**config.mk**
```make
export PLATFORM = sky130hd
export DESIGN_NAME = gpu_pixel_arbiter
export DESIGN_NICKNAME = d
export VERILOG_FILES = /design/src/rtl/gpu_pixel_arbiter_pkg.sv /design/src/rtl/gpu_pixel_arbiter_rr.sv /design/src/rtl/gpu_pixel_arbiter.sv
export SDC_FILE = /design/constraint.sdc
export NUM_CORES = 1
export LEC_CHECK = 0
export ABC_CLOCK_PERIOD_IN_PS = 6100
export BUFFER_PORTS_ARGS = -buffer_cell sky130_fd_sc_hd__buf_2
export CAP_MARGIN = 20
export CORE_MARGIN = 5
export CORE_UTILIZATION = 39
export DETAILED_ROUTE_END_ITERATION = 8
export PLACE_DENSITY = 0.66
export REMOVE_ABC_BUFFERS = 1
export SYNTH_ARGS = -nofsm -noshare
export SYNTH_HDL_FRONTEND = slang
export SYNTH_HIERARCHICAL = 1
export SYNTH_SLANG_ARGS = --single-unit
export TNS_END_PERCENT = 30
```
**constraint.sdc**
```tcl
create_clock -name clk -period 6.1 [get_ports clk]
set_clock_uncertainty 0.05 [all_clocks]
set_input_delay 1.22 -clock clk [delete_from_list [all_inputs] [get_ports clk]]
set_output_delay 1.22 -clock clk [all_outputs]
set_load 0.05 [all_outputs]
```
**src/rtl/gpu_pixel_arbiter_pkg.sv**
```systemverilog
`default_nettype none
// ============================================================================
// Module      : gpu_pixel_arbiter_pkg
// Description : Shared definitions for the pixel-write arbiter. It holds the
//               screen geometry, the field widths and the requester index
//               encoding (line = 0, fill = 1, arc = 2), plus a one-hot to
//               index helper.
// Revision    : 1.0 - initial release
// ============================================================================
package gpu_pixel_arbiter_pkg;

    localparam int SCREEN_WIDTH  = 640;
    localparam int SCREEN_HEIGHT = 480;
    localparam int WIDTH_BITS    = 10;
    localparam int HEIGHT_BITS   = 9;
    localparam int CHANNEL_BITS  = 8;
    localparam int ADDR_BITS     = 19;

    typedef enum logic [1:0] {
        REQ_LINE = 2'd0,
        REQ_FILL = 2'd1,
        REQ_ARC  = 2'd2
    } req_idx_e;

    // Converts a one-hot grant vector into its requester index.
    function automatic req_idx_e onehot_to_idx(input logic [2:0] oh);
        req_idx_e idx;
        idx = REQ_LINE;
        if (oh[REQ_FILL]) begin
            idx = REQ_FILL;
        end else if (oh[REQ_ARC]) begin
            idx = REQ_ARC;
        end
        return idx;
    endfunction

endpackage
`default_nettype wire

```
**src/rtl/gpu_pixel_arbiter_rr.sv**
```systemverilog
`default_nettype none
// ============================================================================
// Module      : gpu_pixel_arbiter_rr
// Description : Three-way round-robin arbiter with one-hot grant. The grant is
//               combinational and only issued while en_i is high; the most
//               recent winner is remembered and gets lowest priority next.
// Ports       : clk, rst      - clock, synchronous active-high reset
//               en_i          - grants allowed this cycle
//               req_i[2:0]    - pending requests (index = requester id)
//               gnt_o[2:0]    - one-hot grant, zero when disabled / idle
// Revision    : 1.0 - initial release
// ============================================================================
module gpu_pixel_arbiter_rr
    import gpu_pixel_arbiter_pkg::*;
(
    input  logic       clk,
    input  logic       rst,
    input  logic       en_i,
    input  logic [2:0] req_i,
    output logic [2:0] gnt_o
);

    req_idx_e   last_grant_q;
    req_idx_e   last_grant_d;
    logic [2:0] w_gnt;

    // Search starts at the requester just after the previous winner.
    always_comb begin
        w_gnt = 3'b000;
        if (en_i) begin
            case (last_grant_q)
                REQ_LINE: begin
                    if      (req_i[REQ_FILL]) w_gnt = 3'b010;
                    else if (req_i[REQ_ARC])  w_gnt = 3'b100;
                    else if (req_i[REQ_LINE]) w_gnt = 3'b001;
                end
                REQ_FILL: begin
                    if      (req_i[REQ_ARC])  w_gnt = 3'b100;
                    else if (req_i[REQ_LINE]) w_gnt = 3'b001;
                    else if (req_i[REQ_FILL]) w_gnt = 3'b010;
                end
                default: begin
                    if      (req_i[REQ_LINE]) w_gnt = 3'b001;
                    else if (req_i[REQ_FILL]) w_gnt = 3'b010;
                    else if (req_i[REQ_ARC])  w_gnt = 3'b100;
                end
            endcase
        end
    end

    always_comb begin
        last_grant_d = last_grant_q;
        if (|w_gnt) begin
            last_grant_d = onehot_to_idx(w_gnt);
        end
    end

    // Reset to arc so that line is first in line after reset.
    always_ff @(posedge clk) begin
        if (rst) begin
            last_grant_q <= REQ_ARC;
        end else begin
            last_grant_q <= last_grant_d;
        end
    end

    assign gnt_o = w_gnt;

endmodule
`default_nettype wire

```
**src/rtl/gpu_pixel_arbiter.sv**
```systemverilog
`default_nettype none
// ============================================================================
// Module      : gpu_pixel_arbiter
// Description : Shares the framebuffer pixel-write port among the line, fill
//               and arc engines. One request is acked per accepting cycle by
//               round-robin; the pixel is clipped to the screen, turned into a
//               linear address and held in a one-deep valid/ready register.
// Ports       : clk, rst                        - clock, sync active-high reset
//               req_/x_/y_{line,fill,arc}_i     - engine pixel requests
//               ack_{line,fill,arc}_o           - same-cycle request accept
//               r_i, g_i, b_i                   - current draw colour
//               mem_valid_o, mem_addr_o,
//               mem_{r,g,b}_o, mem_ready_i      - framebuffer write handshake
//               clipped_o                       - accepted pixel was dropped
//               idle_o                          - nothing pending or held
// Revision    : 1.0 - initial release
// ============================================================================
module gpu_pixel_arbiter
    import gpu_pixel_arbiter_pkg::*;
#(
    parameter int SCREEN_WIDTH  = gpu_pixel_arbiter_pkg::SCREEN_WIDTH,
    parameter int SCREEN_HEIGHT = gpu_pixel_arbiter_pkg::SCREEN_HEIGHT,
    parameter int WIDTH_BITS    = gpu_pixel_arbiter_pkg::WIDTH_BITS,
    parameter int HEIGHT_BITS   = gpu_pixel_arbiter_pkg::HEIGHT_BITS,
    parameter int CHANNEL_BITS  = gpu_pixel_arbiter_pkg::CHANNEL_BITS,
    parameter int ADDR_BITS     = gpu_pixel_arbiter_pkg::ADDR_BITS
) (
    input  logic                    clk,
    input  logic                    rst,
    input  logic                    req_line_i,
    input  logic [WIDTH_BITS-1:0]   x_line_i,
    input  logic [HEIGHT_BITS-1:0]  y_line_i,
    output logic                    ack_line_o,
    input  logic                    req_fill_i,
    input  logic [WIDTH_BITS-1:0]   x_fill_i,
    input  logic [HEIGHT_BITS-1:0]  y_fill_i,
    output logic                    ack_fill_o,
    input  logic                    req_arc_i,
    input  logic [WIDTH_BITS-1:0]   x_arc_i,
    input  logic [HEIGHT_BITS-1:0]  y_arc_i,
    output logic                    ack_arc_o,
    input  logic [CHANNEL_BITS-1:0] r_i,
    input  logic [CHANNEL_BITS-1:0] g_i,
    input  logic [CHANNEL_BITS-1:0] b_i,
    output logic                    mem_valid_o,
    output logic [ADDR_BITS-1:0]    mem_addr_o,
    output logic [CHANNEL_BITS-1:0] mem_r_o,
    output logic [CHANNEL_BITS-1:0] mem_g_o,
    output logic [CHANNEL_BITS-1:0] mem_b_o,
    input  logic                    mem_ready_i,
    output logic                    clipped_o,
    output logic                    idle_o
);

    // One extra bit so the limits fit even when they equal 2**BITS.
    localparam logic [WIDTH_BITS:0]  c_x_limit = (WIDTH_BITS+1)'(SCREEN_WIDTH);
    localparam logic [HEIGHT_BITS:0] c_y_limit = (HEIGHT_BITS+1)'(SCREEN_HEIGHT);
    localparam logic [ADDR_BITS-1:0] c_row_pitch = ADDR_BITS'(SCREEN_WIDTH);

    logic [2:0]             w_req;
    logic [2:0]             w_gnt;
    logic                   w_accept;
    logic [WIDTH_BITS-1:0]  w_x;
    logic [HEIGHT_BITS-1:0] w_y;
    logic                   w_in_bounds;
    logic [ADDR_BITS-1:0]   w_addr;

    logic                    valid_q;
    logic [ADDR_BITS-1:0]    addr_q;
    logic [CHANNEL_BITS-1:0] r_q, g_q, b_q;
    logic                    clipped_q;

    assign w_req    = {req_arc_i, req_fill_i, req_line_i};
    assign w_accept = !valid_q || mem_ready_i;

    gpu_pixel_arbiter_rr u_rr (
        .clk   (clk),
        .rst   (rst),
        .en_i  (w_accept),
        .req_i (w_req),
        .gnt_o (w_gnt)
    );

    always_comb begin
        w_x = x_line_i;
        w_y = y_line_i;
        if (w_gnt[REQ_FILL]) begin
            w_x = x_fill_i;
            w_y = y_fill_i;
        end else if (w_gnt[REQ_ARC]) begin
            w_x = x_arc_i;
            w_y = y_arc_i;
        end
    end

    assign w_in_bounds = ({1'b0, w_x} < c_x_limit) && ({1'b0, w_y} < c_y_limit);
    assign w_addr      = ADDR_BITS'(w_y) * c_row_pitch + ADDR_BITS'(w_x);

    // Whenever the register may change (accept), it ends up holding a pixel
    // only if an in-bounds winner is loaded; clipped winners or no winner
    // leave it empty, which also covers the drain-only case.
    always_ff @(posedge clk) begin
        if (rst) begin
            valid_q   <= 1'b0;
            addr_q    <= '0;
            r_q       <= '0;
            g_q       <= '0;
            b_q       <= '0;
            clipped_q <= 1'b0;
        end else begin
            clipped_q <= (|w_gnt) && !w_in_bounds;
            if (w_accept) begin
                valid_q <= (|w_gnt) && w_in_bounds;
                if ((|w_gnt) && w_in_bounds) begin
                    addr_q <= w_addr;
                    r_q    <= r_i;
                    g_q    <= g_i;
                    b_q    <= b_i;
                end
            end
        end
    end

    assign ack_line_o  = w_gnt[REQ_LINE];
    assign ack_fill_o  = w_gnt[REQ_FILL];
    assign ack_arc_o   = w_gnt[REQ_ARC];
    assign mem_valid_o = valid_q;
    assign mem_addr_o  = addr_q;
    assign mem_r_o     = r_q;
    assign mem_g_o     = g_q;
    assign mem_b_o     = b_q;
    assign clipped_o   = clipped_q;
    assign idle_o      = !(|w_req) && !valid_q;

endmodule
`default_nettype wire

```
==> impl_metrics.yaml <==
outcome:
  status: "finished, final reports clean"
floorplanning:
  die_h_um: 94.0
  ios: 136
  start_util_pct: 40.3
  fp-row-count: 30
  die_w_um: 94.0
  dieArea_um2: 8840
  core-area_um2: 6830
pwr:
  pwr-share-comb_pct: 50.8
  p_leak_uw: 0.00170
  switching_share_pct: 44.3
  cellPowerDensity_nw_per_um2: 347
  irDropWorstVdd_mv: 0.104
  p_switching_uw: 550
  clockPowerShare_pct: 18.6
  total_power_uw: 1240
  internal_power_uw: 692
  seqPwrFrac_pct: 30.6
worst_setup_path:
  cp_slowest_cell: "and2_1"
  worst-path-max-fanout: 9
  critPathKind: "input port to flop"
  cp_cell_sequence: "buf_2 -> nand2b_1 -> and2_1 -> and2_1 -> buf_4 -> mux2i_1 -> o21ai_0 -> ha_1 -> ha_1 -> fa_1 -> a211oi_1 -> o21bai_1 -> a21oi_1 -> xor2_1 -> nor3_1 -> xnor2_1 -> a211oi_2"
  cp.buffers_inverters: 2
  crit_path_end_kind: "flop"
  crit_required_ns: 6.27
  crit_family: "compound AO/OA/AOI/OAI gates"
  cp.arrival_ns: 5.09
  crit_path_start_kind: "input port"
  critPathMaxStageDelay_ns: 0.41
global_routing:
  antenna_found_initial: 0
  grt_max_degree: 52
  grt_pass1_wl_um: 11200
  grt_usage_pct: 15.5
  first_global_vias: 2654
  gr-total-overflow: 0
synth:
  syn_inst: 339
  yosys_warnings: 6
  ys_seq_area_share_pct: 34.2
  yosysUniqueCellTypes: 44
  synth_area_um2: 2750
  avgSynthCellArea_um2: 8.12
  synth-seq-cells: 47
timing:
  final.setup.tns_ns: 0
  period_needed_ns: 4.93
  slew-limit-headroom_pct: 33.5
  rsz0062_at_grt: "no"
  maxSlewViolCount: 0
  period_share_pct: 80.8
  final_hold_viol_count: 0
  setup_slack_ns: 1.17
  setup_viol: 0
  max_freq_mhz: 203
  tightest_slew_ns: 0.997
worst_hold_path:
  holdCritPathClass: "flop to flop"
final_layout:
  diodes: 0
  fin_nets: 571
  fin_cells: 562
  drive_above_1_share_pct: 34.3
  final_common_cell: "buf_2"
  multi_input_area_um2: 1680
  syn_to_final_growth_pct: 30.0
  final_cell_mix: "135 x buf_2, 91 x nand2_1, 47 x dfxtp_1, 40 x a21oi_1, 19 x mux2i_1"
  fin_util_pct: 52.4
  ff_latch_area_um2: 941
  fillers: 701
clock_tree:
  post_cts_resized: 0
  clk_pin_slew_ns: 0.09
  insertion_delay_ns: 0.29
  cts-root-buf: "clkbuf_8"
  post_cts_buffers: 0
  cts_tree: "done"
  cts_made_buffers: 5
  h-tree-depth: 2
  postCtsHoldBufs: 0
  clk_path_buf_depth: 2
  cts_num_sinks: 47
route:
  wl_um: 6970
  ant_nets: 0
  drt_iter0_drc: 178
  drc: 0
  vias: 2706
  dr.pass1.iters: 4
  viasPerCell: 4.81
  avgRoutedWirePerCell_um: 12.4
run:
  cap_violations: 0
placement:
  dp_hpwl_um: 5380
  gp_congestion: 0.798
  portBuffers: 135
  place_inst: 554
  place_worst_setup_slack_ns: 0.854
-- metrics by stage --
stage	hold WS, ns	cell area (um2)
after floorplan	0.441	2630
after global placement	0.388	3460
after detailed placement	0.395	3460
after CTS	0.406	3580
after global routing	0.421	3580
final	0.403	3580
-- layer usage --
metal  up-vias  GRT usage [%]  part of all wire, %
li1       1409              -                    -
met3         8           3.04                  6.8
met1      1194           16.7                   41
met2        95           29.7                   50
met5         -              0                    0
met4         0           5.17                  1.4
-- path summary, 6_finish.rpt --
check,slack [ns],cells past startpoint,endpoint,start
max reg2reg,1.83,16,mem_addr_o[17],u_rr/last_grant_q[0]
max,1.17,17,mem_addr_o[17],mem_ready_i
min reg2reg,0.40,2,mem_b_o[5],mem_b_o[5]
min,0.40,2,mem_b_o[5],mem_b_o[5]
-- Yosys cell counts --
library cell / number / area [um2]
a211oi_1: 1 / 7.51
a211oi_2: 7 / 87.6
a21boi_2: 1 / 11.3
a21o_1: 3 / 22.5
a21oi_1: 40 / 200
a221o_1: 1 / 10.0
a311oi_2: 1 / 15.0
a31oi_1: 1 / 6.26
a32oi_1: 1 / 8.76
and2_1: 3 / 18.8
and2b_1: 1 / 7.51
and3_1: 1 / 6.26
and4_1: 1 / 8.76
buf_1: 1 / 3.75
buf_2: 6 / 30.0
buf_4: 4 / 30.0
buf_6: 3 / 33.8
clkbuf_1: 6 / 22.5
dfxtp_1: 47 / 941
fa_1: 2 / 40.0
ha_1: 17 / 213
inv_1: 4 / 15.0
mux2_4: 1 / 15.0
mux2i_1: 19 / 190
mux2i_4: 1 / 22.5
nand2_1: 91 / 342
nand2b_1: 1 / 6.26
nand3_1: 4 / 20.0
nand3b_1: 1 / 7.51
nand4_1: 2 / 12.5
nor2_1: 16 / 60.1
nor2b_1: 3 / 18.8
nor3_1: 3 / 15.0
nor3_2: 1 / 10.0
nor4_1: 1 / 6.26
o211a_1: 1 / 10.0
o21a_1: 2 / 15.0
o21ai_0: 17 / 85.1
o21ai_1: 4 / 20.0
o21bai_1: 1 / 7.51
o22ai_1: 2 / 12.5
or3_1: 1 / 6.26
xnor2_1: 8 / 70.1
xor2_1: 7 / 61.3
-- final cells by class --
class / count / share of cell area [%]
multi-input combinational: 268 / 46.9
sequential: 47 / 26.3
timing repair buffer: 139 / 19.7
tap: 96 / 3.36
clock buffer: 6 / 2.31
clock inverter: 2 / 0.979
inverter: 4 / 0.420
-- power groups by stage --
| stage | sequential [uW] | combinational [uW] | clock, uW |
|---|---|---|---|
| after floorplan | 552 | 318 | 0 |
| final | 380 | 632 | 231 |
| after CTS | 380 | 638 | 239 |
| after global routing | 387 | 690 | 258 |
| after global placement | 386 | 630 | 0 |
| after detailed placement | 387 | 636 | 0 |
-- sequential cells by signal, indices dropped and copies added, names as in the netlist --
name               flops
clipped_o              1
mem_addr_o            19
mem_b_o                8
mem_g_o                8
mem_r_o                8
mem_valid_o            1
u_rr/last_grant_q      2
-- cells by family (layout without fill, tap and decap cells) --
logic type | Yosys count | in the layout | share of synthesized area [%]
adders and majority gates | 19 | 19 | 9.18
buffers and inverters | 24 | 151 | 4.91
xor gates and xnor gates | 15 | 15 | 4.77
muxes | 21 | 21 | 8.27
and+or+nand+nor | 130 | 130 | 19.8
AOI/OAI and AO/OA | 83 | 83 | 18.9
DFF | 47 | 47 | 34.2
-- worst min-delay path: cells and delay by family (launching register included) --
kind / cells / cell delay [ns]
simple gates: 1 / 0.05
compound gates: 1 / 0.05
flops: 1 / 0.31
(Power assumes the default switching activity.)
